## config.mk

```make
export PLATFORM = sky130hd
export DESIGN_NAME = mem_arbiter_rr
export DESIGN_NICKNAME = d
export VERILOG_FILES = /design/src/rtl/mem_arbiter_rr.sv
export SDC_FILE = /design/constraint.sdc
export NUM_CORES = 1
export LEC_CHECK = 0
export BUFFER_PORTS_ARGS = -buffer_cell sky130_fd_sc_hd__buf_2
export CORE_AREA = 2 2 173 175
export CTS_BUF_LIST = sky130_fd_sc_hd__clkbuf_8
export DETAILED_ROUTE_END_ITERATION = 12
export DIE_AREA = 0 0 175 177
export PLACE_DENSITY_LB_ADDON = 0.3
export SYNTH_ARGS = -nofsm -noshare
export SYNTH_HDL_FRONTEND = slang
export SYNTH_SLANG_ARGS = --single-unit
export TNS_END_PERCENT = 5
```

## constraint.sdc

```tcl
create_clock -name clock -period 5.1 [get_ports clock]
set_input_delay 0.255 -clock clock [delete_from_list [all_inputs] [get_ports clock]]
set_output_delay 0.255 -clock clock [all_outputs]
set_load 0.01 [all_outputs]
```

## src/rtl/mem_arbiter_rr.sv

```systemverilog
// N-requester main-memory arbiter: priority class + round-robin + aging, with a load tag table.
// Define MEM_ARB_STATS_EN to add the grant_count / stray_resp_count statistics ports.
module mem_arbiter_rr #(
    parameter int NUM_REQ      = 2,
    parameter int ADDR_W       = 32,
    parameter int BLOCK_W      = 64,
    parameter int TAG_W        = 4,
    parameter int STARVE_LIMIT = 8
) (
    input  logic                       clock,
    input  logic                       reset,
    input  logic [NUM_REQ-1:0]         req_valid,
    input  logic [NUM_REQ-1:0]         req_store,
    input  logic [NUM_REQ-1:0]         req_prior,
    input  logic [NUM_REQ*ADDR_W-1:0]  req_addr,
    input  logic [NUM_REQ*BLOCK_W-1:0] req_data,
    output logic [NUM_REQ-1:0]         req_accepted,
    output logic [ADDR_W-1:0]          proc2mem_addr,
    output logic [BLOCK_W-1:0]         proc2mem_data,
    output logic [1:0]                 proc2mem_command,
    input  logic [TAG_W-1:0]           mem2proc_transaction_tag,
    input  logic [BLOCK_W-1:0]         mem2proc_data,
    input  logic [TAG_W-1:0]           mem2proc_data_tag,
    output logic [NUM_REQ-1:0]         resp_valid,
    output logic [BLOCK_W-1:0]         resp_data,
    output logic [TAG_W-1:0]           resp_tag
`ifdef MEM_ARB_STATS_EN
    ,
    output logic [NUM_REQ*32-1:0]      grant_count,
    output logic [31:0]                stray_resp_count
`endif
);

    localparam int PTR_W    = $clog2(NUM_REQ);
    localparam int CNT_W    = $clog2(STARVE_LIMIT + 1);
    localparam int NUM_TAGS = 1 << TAG_W;

    logic [PTR_W-1:0]   r_rr_ptr;
    logic [CNT_W-1:0]   r_wait [NUM_REQ];
    logic [NUM_TAGS-1:0] r_pending;
    logic [PTR_W-1:0]   r_owner [NUM_TAGS];

    logic [NUM_REQ-1:0] w_starved;
    logic [NUM_REQ-1:0] w_elig_hi;
    logic [NUM_REQ-1:0] w_elig;
    logic [PTR_W-1:0]   w_win;
    logic               w_found;
    logic               w_active;
    logic               w_accept;
    logic               w_hit;

    function automatic logic [PTR_W-1:0] ptr_add(input logic [PTR_W-1:0] base, input int k);
        int s;
        s = int'(base) + k;
        if (s >= NUM_REQ) s = s - NUM_REQ;
        return PTR_W'(s);
    endfunction

    always_comb begin
        for (int i = 0; i < NUM_REQ; i++) begin
            w_starved[i] = (r_wait[i] == CNT_W'(STARVE_LIMIT));
        end
    end

    // High class (priority or starved) shadows the low class entirely.
    assign w_elig_hi = req_valid & (req_prior | w_starved);
    assign w_elig    = (|w_elig_hi) ? w_elig_hi : req_valid;

    always_comb begin
        w_found = 1'b0;
        w_win   = '0;
        for (int k = 0; k < NUM_REQ; k++) begin
            if (!w_found && w_elig[ptr_add(r_rr_ptr, k)]) begin
                w_found = 1'b1;
                w_win   = ptr_add(r_rr_ptr, k);
            end
        end
    end

    assign w_active = w_found && !reset;
    assign w_accept = w_active && (mem2proc_transaction_tag != '0);
    assign w_hit    = !reset && (mem2proc_data_tag != '0) && r_pending[mem2proc_data_tag];

    always_comb begin
        req_accepted     = '0;
        proc2mem_addr    = '0;
        proc2mem_data    = '0;
        proc2mem_command = 2'd0;
        if (w_active) begin
            proc2mem_addr    = req_addr[w_win*ADDR_W +: ADDR_W];
            proc2mem_data    = req_data[w_win*BLOCK_W +: BLOCK_W];
            proc2mem_command = req_store[w_win] ? 2'd2 : 2'd1;
        end
        if (w_accept) req_accepted[w_win] = 1'b1;
    end

    always_comb begin
        resp_valid = '0;
        resp_data  = reset ? '0 : mem2proc_data;
        resp_tag   = reset ? '0 : mem2proc_data_tag;
        if (w_hit) resp_valid[r_owner[mem2proc_data_tag]] = 1'b1;
    end

    always_ff @(posedge clock or posedge reset) begin
        if (reset) begin
            r_rr_ptr  <= '0;
            r_pending <= '0;
            for (int i = 0; i < NUM_REQ; i++) r_wait[i] <= '0;
            for (int t = 0; t < NUM_TAGS; t++) r_owner[t] <= '0;
        end else begin
            if (w_accept) r_rr_ptr <= ptr_add(w_win, 1);
            for (int i = 0; i < NUM_REQ; i++) begin
                if (req_valid[i] && !req_accepted[i]) begin
                    if (!w_starved[i]) r_wait[i] <= r_wait[i] + 1'b1;
                end else begin
                    r_wait[i] <= '0;
                end
            end
            // Clear precedes set so a tag retired and reissued on one edge stays pending.
            if (w_hit) r_pending[mem2proc_data_tag] <= 1'b0;
            if (w_accept && !req_store[w_win]) begin
                r_pending[mem2proc_transaction_tag] <= 1'b1;
                r_owner[mem2proc_transaction_tag]   <= w_win;
            end
        end
    end

`ifdef MEM_ARB_STATS_EN
    logic [31:0] r_grant_cnt [NUM_REQ];
    logic [31:0] r_stray_cnt;
    logic        w_stray;

    assign w_stray = !reset && (mem2proc_data_tag != '0) && !r_pending[mem2proc_data_tag];

    always_ff @(posedge clock or posedge reset) begin
        if (reset) begin
            r_stray_cnt <= '0;
            for (int i = 0; i < NUM_REQ; i++) r_grant_cnt[i] <= '0;
        end else begin
            if (w_stray) r_stray_cnt <= r_stray_cnt + 32'd1;
            for (int i = 0; i < NUM_REQ; i++) begin
                if (req_accepted[i]) r_grant_cnt[i] <= r_grant_cnt[i] + 32'd1;
            end
        end
    end

    for (genvar gi = 0; gi < NUM_REQ; gi++) begin : g_gcnt
        assign grant_count[gi*32 +: 32] = r_grant_cnt[gi];
    end
    assign stray_resp_count = r_stray_cnt;
`endif

endmodule

```

# [Word-level counts from Yosys, hierarchy flattened]
# Index checks and enable logic that the tools add are counted.
[classes] addsub=7 n_mul=0 n_div=0 magnitude_cmp=16 n_eq_ne=4 shifts=2 mux=44 bitwise_logic=7 reduce_logical=21
[ops] op="$mux W64" n=2
[ops] op="$shiftx A128 B8 Y64" n=1
[ops] op="$shiftx A64 B7 Y32" n=1
[ops] op="$mux W16" n=2
[ops] op="$mux W32" n=1
[ops] op="$mux W1" n=21
[ops] op="$mux W4" n=5
[ops] op="$and A16 B16 Y16" n=1
[ops] op="$bwmux W16" n=1
[ops] op="$not A16 Y16" n=1
[ops] op="$or A16 B16 Y16" n=1
[ops] op="$logic_and A1 B1 Y1" n=13
[ops] op="$demux W1 S4" n=3
[ops] op="$ge A5 B5 Y1 const B" n=2
[ops] op="$lt A4 B5 Y1 const B" n=2
[ops] op="$mux W2" n=5
[ops] op="$not A4 Y5" n=2
[ops] op="$add A4 B1 Y4 const B" n=2
[ops] op="$bmux W1 S4" n=2
[ops] op="$eq A4 B4 Y1 const B" n=2
[ops] op="$ge A4 B1 Y1 const B" n=2
[ops] op="$lt A1 B2 Y1 const B" n=4
[ops] op="$reduce_bool A4 Y1" n=2
[ops] op="$logic_not A1 Y1" n=5
[ops] op="11 further kinds" n=18
[totals] ff_bits=41 latch_bits=0 ram_bits=0 mem_bits_ro=0 in_bits=272 output_inout_bits=170 elab_cells=121 mem_count=0

# [Logic depth before layout (Yosys ltp)]
# Gate-level depths: netlist (run 1).
[logic_depth] word_depth=19 mapped_depth=11 depth_no_buf=7

# [Worst setup path after synthesis (run 1)]
# Ideal clock, no wire load.
[synth_path] path_kind="register to output" startpoint="register r_wait[4] in the netlist's numbering" endpoint="output proc2mem_addr[0]" t_arrival_ps=1902 t_required_ps=4845 setup_slack_ps=2943 path_stages_with_launch=12 n_path_buf=4 cell_sequence="dfrtp_1 -> inv_1 -> ha_1 -> and3b_1 -> buf_6 -> a211oi_2 -> o311a_1 -> buf_4 -> buf_6 -> buf_6 -> nand2_1 -> a21oi_1"
[synth_between] elab_chain_cells=13 elab_cells_between_ends=18 classes_between="eq/ne (1); shift (1); mux (10); bitwise (2); reduce/logical (4)"
[synth_rtl] item="start: declaration" line="39" source="logic [CNT_W-1:0] r_wait [NUM_REQ];"
[synth_rtl] item="start signal: indexed assignment" line="114" source="if (!w_starved[i]) r_wait[i] <= r_wait[i] + 1'b1;"
[synth_rtl] item="$eq A4 B4 Y1 *" line="61" source="w_starved[i] = (r_wait[i] == CNT_W'(STARVE_LIMIT));"
[synth_rtl] item="$or A2 B2 Y2 *" line="66" source="assign w_elig_hi = req_valid & (req_prior | w_starved);"
[synth_rtl] item="$and A2 B2 Y2 *" line="66"
[synth_rtl] item="$reduce_or A2 Y1" line="67" source="assign w_elig = (|w_elig_hi) ? w_elig_hi : req_valid;"
[synth_rtl] item="$mux W2 *" line="67"
[synth_rtl] item="$mux W1 (implied by the code) (2 in a row)" line="73" source="if (!w_found && w_elig[ptr_add(r_rr_ptr, k)]) begin"
[synth_rtl] item="$mux W1" line="73"
[synth_rtl] item="$logic_not A1 Y1" line="73"
[synth_rtl] item="$logic_and A1 B1 Y1" line="73"
[synth_rtl] item="$mux W1" line="73"
[synth_rtl] item="$shiftx A64 B7 Y32 or $logic_and A1 B1 Y1 (tied branches)" line="90, 80"
[synth_rtl] item="$mux W32 *" line="89" source="if (w_active) begin"
[synth_rtl] item="end: declaration" line="18" source="output logic [ADDR_W-1:0] proc2mem_addr,"
# Every way passes the cells marked *; elsewhere a longest branch is shown, timed or not. The select of a mux whose other input is x is not followed.

# [Final worst setup path (run 1)]
[layout_path] startpoint="register r_wait[0] in the netlist's numbering" endpoint="output proc2mem_addr[8]"
# Same word-level chain as after synthesis.

==> flow_metrics.py, run 1 <==
metrics = {
    "drt": {
        "dr_total_vias": 5867,
        "drt-pass1-iter-count": 5,
        "wl_per_cell_um": 13.9,
        "avgViaCountPerCell": 4.11,
        "drt_drc_violations_left": 0,
        "postRouteAntennaNets": 0,
        "drt_iter0_drc": 478,
        "wl_mm": 19.8,
    },
    "global_route": {
        "grt_first_pass_wirelength_mm": 28.1,
        "antenna_found_initial": 1,
        "grt_max_degree": 96,
        "grt_overflow": 0,
        "gr-usage-all-layers_pct": 11.3,
        "grt_pass1_vias": 5092,
    },
    "logic_synthesis": {
        "ys_types": 42,
        "synth_compound_area_share_pct": 23.5,
        "synth-edff-count": 0,
        "synth_warnings": 0,
        "seq_area_frac_synth_pct": 24.4,
        "async_flop_share_pct": 100,
        "synth_area_leaders": "dfrtp_1 24%, nand2_1 19%, a21oi_1 14%, nor2b_1 11%, o21ai_0 6.2%",
        "synthSimpleGateAreaFrac_pct": 36.2,
        "synthCells": 632,
        "synth_area_um2": 4100,
        "synthMuxAreaShare_pct": 5.40,
        "syn_avg_cell_area_um2": 6.48,
        "ys_ff_latch": 40,
        "synth_top_area_share_pct": 24.4,
        "synth_top_family_by_area": "simple AND/OR/NAND/NOR gates",
        "synth_flop_cell": "dfrtp_1",
        "yosysTopAreaCell": "dfrtp_1",
        "synth_fa_ha_area_share_pct": 1.22,
        "syn_nets": 908,
        "synth-xor-area-share_pct": 1.28,
    },
    "timing": {
        "fin_crit_sh_pct": 66.6,
        "setup-violations-final": 0,
        "tightest_slew_ns": 0.875,
        "slew_viol_final": 0,
        "fin_ws_ns": 1.71,
        "rsz0062_at_grt": "false",
        "finalHoldViolations": 0,
        "max_freq_ghz": 0.295,
        "finalSetupTns_ns": 0,
        "period_minus_slack_ns": 3.39,
        "fin_skew_ns": 0.00826,
        "relSlewSlack_pct": 41.2,
    },
    "placed_design": {
        "post-place-ws_ns": 2.07,
        "post-dp-hpwl_mm": 15.9,
        "gp_congestion": 0.758,
        "numPortBuffers": 441,
    },
    "clock_tree": {
        "root_buffer": "clkbuf_8",
        "worst_skew_pair.late_latency_ns": 0.31,
        "numCtsBuffers": 5,
        "cts_tree": "built",
        "post-cts-setup-buffer-count": 0,
        "cts_hold_buf": 0,
        "clock_sinks": 40,
        "clk_path_buf_depth": 2,
        "clk_pin_slew_ns": 0.09,
        "cts_htree_levels": 2,
        "cts-resized-gates": 0,
    },
    "layout": {
        "diodes": 0,
        "ff_latch_area_um2": 1000,
        "drive_gt1_share_pct": 45.6,
        "synthToLayoutAreaGrowth_pct": 64.4,
        "multi_input_area_um2": 2810,
        "fillers": 3321,
        "nets": 1313,
    },
    "die": {
        "die_h_um": 177,
        "die_x_um": 175,
        "core_um2": 29200,
        "ioPinCount": 442,
        "die_area_um2": 31000,
        "initial_core_util_pct": 14.0,
        "rows": 63,
    },
    "setup_path": {
        "worstPathRequired_ns": 4.85,
        "arrival_ns": 3.14,
        "worst-setup-path-type": "reg2out",
        "crit_path_max_fanout": 68,
        "crit_path_start_kind": "register",
        "r2r_cells": 8,
        "crit_path_end_kind": "output port",
    },
    "min_path": {
        "min_path_type": "in2async",
    },
    "pwr": {
        "power_w": 0.00117,
        "leakage_nw": 3.61,
        "power_density_nw_per_um2": 174,
        "ir_worst_vdd_mv": 0.0963,
    },
    "flow_run": {
        "maxCapViolCount": 0,
    },
    "outcome": {
        "status": "finished clean",
    },
}
[cells in the final DEF (no fill, tap or decap), types with 11 or more instances in the layout]
cell type / n
buf_2: 441
o21ai_0: 51
nand2_1: 205
nor2_1: 23
dfrtp_1: 40
a21oi_1: 114
nor2b_1: 73
inv_1: 11
[cell type report]
| class | count | area share, % |
|---|---|---|
| multi-input cells | 531 | 41.7 |
| repair buffers | 448 | 33.9 |
| flip-flops and latches | 40 | 14.9 |
| well taps | 390 | 7.24 |
| clock buffers | 5 | 1.02 |
| clock inverters | 3 | 0.687 |
| inverters | 11 | 0.613 |
[state kept, by name, summed over array words and instances, names as in the netlist]
register,count
r_owner,16
r_pending,15
r_rr_ptr,1
r_wait,8
[critical path: stages (launching register included)]
cell and delay, ns:
dfrtp_1 0.43, inv_1 0.07, ha_1 0.13, nand3b_1 0.23, a211oi_2 0.43, o311a_4 0.67
buf_4 0.41, nand2_1 0.10, a21oi_1 0.15, buf_2 0.16
[Yosys cell counts (3+ instances only)]
cell type  count
or4_1          3
buf_6          9
nand2_1      205
inv_1         11
o21ai_1        3
mux4_2         6
a21oi_1      114
xnor2_1        3
a31oi_1        3
nor3_1         3
mux2i_1        6
clkbuf_1      22
nor2_1        23
ha_1           4
nor2b_1       73
buf_2         18
dfrtp_1       40
o21ai_0       51
xor2_1         3
nand2b_1       6
[final timing paths]
kind,from,end,slack (ns)
worst max-delay path,r_wait[0],proc2mem_addr[8],1.71
worst max register to register,r_wait[0],r_wait[6],2.19
max in group asynchronous,reset,r_owner[13],4.26
min in group clock,req_store[0],r_owner[13],0.30
worst min-delay path,reset,r_wait[0],0.09
worst min register to register,r_owner[15],r_owner[15],0.40
[metal layers]
metal / vias to the layer above / wire [um] / share of wire, % / track usage (%)
met4: 2 / 238 / 1.2 / 2.05
met2: 271 / 9520 / 48 / 18.8
met1: 2667 / 8730 / 44 / 15.4
met3: 21 / 1310 / 6.6 / 2.00
li1: 2906 / - / - / -
met5: - / 13 / 0.066 / 0
[where the power goes]
| group | internal (W) | switching [W] |
|---|---|---|
| clock network | 0.000148 | 0.000134 |
| registers | 0.000349 | 0.0000176 |
| logic | 0.000229 | 0.000296 |
[metrics by stage]
| step | util [%] | hold slack [ns] | instance area, um2 | cells |
|---|---|---|---|---|
| final | 23.0 | 0.0883 | 6740 | 1428 |
| after global routing | 23.0 | 0.130 | 6740 | 1428 |
| after CTS | 23.0 | 0.104 | 6740 | 1428 |
| after detailed placement | 22.6 | 0.371 | 6620 | 1420 |
| after global placement | 22.6 | 0.378 | 6620 | 1420 |
| after floorplan | - | 0.398 | 4100 | 632 |
[kinds of logic (layout without fill, tap and decap cells)]
group | after synthesis | count (layout)
xor gates and xnor gates | 6 | 6
muxes | 14 | 14
buffers and inverters | 61 | 467
adders and majority gates | 4 | 4
and+or+nand+nor | 326 | 326
AOI/OAI and AO/OA | 181 | 181
DFF | 40 | 40
Power figures use the tool's default switching activity.
==> inputs of run 2 (changes only) <==
Settings changed: CORE_AREA 2 2 173 175 to 2 2 170 172, DIE_AREA 0 0 175 177 to 0 0 172 174.
Clock period 5.1 ns to 3.3 ns, I/O delays scaled along.
==> flow_metrics.py, run 2 (synthesis gave the netlist of run 1 again) <==
metrics = {
    "global_route": {
        "grt_overflow": 0,
        "gr-usage-all-layers_pct": 12.3,
        "grt_max_degree": 99,
        "grt_pass1_vias": 5248,
        "grt_first_pass_wirelength_mm": 29.1,
        "antenna_found_initial": 3,
    },
    "clock_tree": {
        "cts_hold_buf": 0,
        "clk_pin_slew_ns": 0.08,
        "post-cts-setup-buffer-count": 0,
        "numCtsBuffers": 5,
        "worst_skew_pair.late_latency_ns": 0.30,
        "cts_htree_levels": 2,
        "root_buffer": "clkbuf_8",
        "cts_tree": "built",
        "clock_sinks": 40,
        "cts-resized-gates": 0,
        "clk_path_buf_depth": 2,
    },
    "drt": {
        "postRouteAntennaNets": 0,
        "drt-pass1-iter-count": 4,
        "dr_total_vias": 5833,
        "drt_drc_violations_left": 0,
        "drt_iter0_drc": 372,
        "wl_per_cell_um": 14.3,
        "wl_mm": 20.4,
        "avgViaCountPerCell": 4.08,
    },
    "outcome": {
        "status": "finished clean",
    },
    "layout": {
        "final_common_cell": "buf_2",
        "fillers": 3245,
        "top_regs": "r_owner (16), r_pending (15), r_wait (8)",
        "final-instance-count-excl-fill": 1428,
        "nets": 1318,
        "top_register": "r_owner",
        "design_area_um2": 6790,
        "largest_reg_flops": 16,
        "synthToLayoutAreaGrowth_pct": 65.6,
        "mostFrequentLayoutCells": "441 x buf_2, 205 x nand2_1, 114 x a21oi_1",
        "drive_gt1_share_pct": 45.8,
    },
    "pwr": {
        "p_int_w": 0.00120,
        "switching_share_pct": 36.0,
        "power_w": 0.00187,
        "comb_power_share_pct": 43.9,
        "leakage_nw": 3.64,
        "ir_worst_vdd_mv": 0.165,
        "power_density_nw_per_um2": 276,
        "p_switching_w": 0.000674,
        "p_seq_share_pct": 30.4,
        "clkPwrFrac_pct": 25.7,
    },
    "setup_path": {
        "crit_path_max_fanout": 43,
        "cp_slowest_cell": "o311a_4",
        "crit_path_max_incr_delay_ns": 0.55,
        "path_buf_inv": 3,
        "worstPathRequired_ns": 3.13,
        "crit_path_start_kind": "register",
        "worst-setup-path-type": "reg2out",
        "crit_path_end_kind": "output port",
        "crit_chain": "inv_1 -> ha_1 -> nand3b_1 -> a211oi_2 -> o311a_4 -> buf_4 -> nand2_1 -> a21oi_1 -> buf_2",
        "cp_top_family": "compound AO/OA/AOI/OAI gates",
        "arrival_ns": 2.87,
    },
    "timing": {
        "fin_crit_sh_pct": 91.9,
        "finalSetupTns_ns": 0,
        "fin_hold_ws_ns": 0.200,
        "setup-violations-final": 0,
        "max_freq_ghz": 0.330,
        "slew_viol_final": 0,
        "rsz0062_at_grt": "false",
        "relSlewSlack_pct": 47.2,
        "period_minus_slack_ns": 3.03,
        "finalHoldViolations": 0,
        "tightest_slew_ns": 0.791,
        "fin_skew_ns": 0.00368,
    },
    "placed_design": {
        "post-dp-hpwl_mm": 16.5,
        "gp_congestion": 0.838,
        "dp_cells": 1419,
        "numPortBuffers": 441,
        "placed_cell_area_um2": 6650,
    },
    "die": {
        "initial_core_util_pct": 14.5,
        "ioPinCount": 442,
        "die_h_um": 174,
        "core_um2": 28200,
        "die_area_um2": 29900,
        "die_x_um": 172,
        "rows": 62,
    },
    "flow_run": {
        "maxCapViolCount": 0,
    },
    "min_path": {
        "min_path_type": "in2reg",
    },
}
[run 2: metal layers]
layer,track usage [%],routed length (um)
met1,16.3,8930
met3,1.89,1390
met4,1.79,217
met5,0,22
met2,21.4,9890
[run 2: power groups by stage]
| stage | clock, W | combinational (W) | sequential, W |
|---|---|---|---|
| 4_1_cts | 0.000490 | 0.000826 | 0.000569 |
| 6_report | 0.000482 | 0.000822 | 0.000569 |
| 3_3_place_gp | 0 | 0.000823 | 0.000578 |
| 2_1_floorplan | 0 | 0.000447 | 0.000568 |
| 3_5_place_dp | 0 | 0.000822 | 0.000578 |
| 5_1_grt | 0.000511 | 0.000914 | 0.000577 |
[run 2: worst register-to-register path: cells and delay by family, from the launching register on]
| family | cells | cell delay, ns |
|---|---|---|
| AOI/OAI and AO/OA | 3 | 0.84 |
| muxes | 1 | 0.41 |
| DFF | 1 | 0.40 |
| buffers and inverters | 2 | 0.33 |
| and+or+nand+nor | 1 | 0.24 |
| adders and majority gates | 1 | 0.19 |
[run 2: through the flow]
step                      worst slack, ns  utilization (%)
after CTS                           0.268             24.0
after global placement              0.683             23.6
after floorplan                      1.23                -
final                               0.268             24.0
after detailed placement            0.581             23.6
after global routing               0.0730             24.0
[run 2: path summary, 6_finish.rpt]
| kind | startpoint | to | slack [ns] | cells past startpoint |
|---|---|---|---|---|
| min reg2reg | r_owner[15] | r_owner[15] | 0.39 | 0 |
| max in group asynchronous | reset | r_pending[3] | 2.04 | 4 |
| max | r_wait[0] | proc2mem_data[5] | 0.27 | 9 |
| max reg2reg | r_wait[0] | r_pending[4] | 0.76 | 8 |
| min in group asynchronous | reset | r_pending[7] | 0.48 | 3 |
| min | req_store[0] | r_owner[14] | 0.20 | 3 |
[run 2: cell type report]
type                    count  area [um2]  area share [%]
clock buffers               5        68.8            1.01
repair buffers            453        2320            34.2
flip-flops and latches     40        1000            14.8
multi-input cells         531        2810            41.4
diodes                      2        5.00          0.0738
clock inverters             2        60.1           0.885
inverters                  11        41.3           0.609
well taps                 384         480            7.08
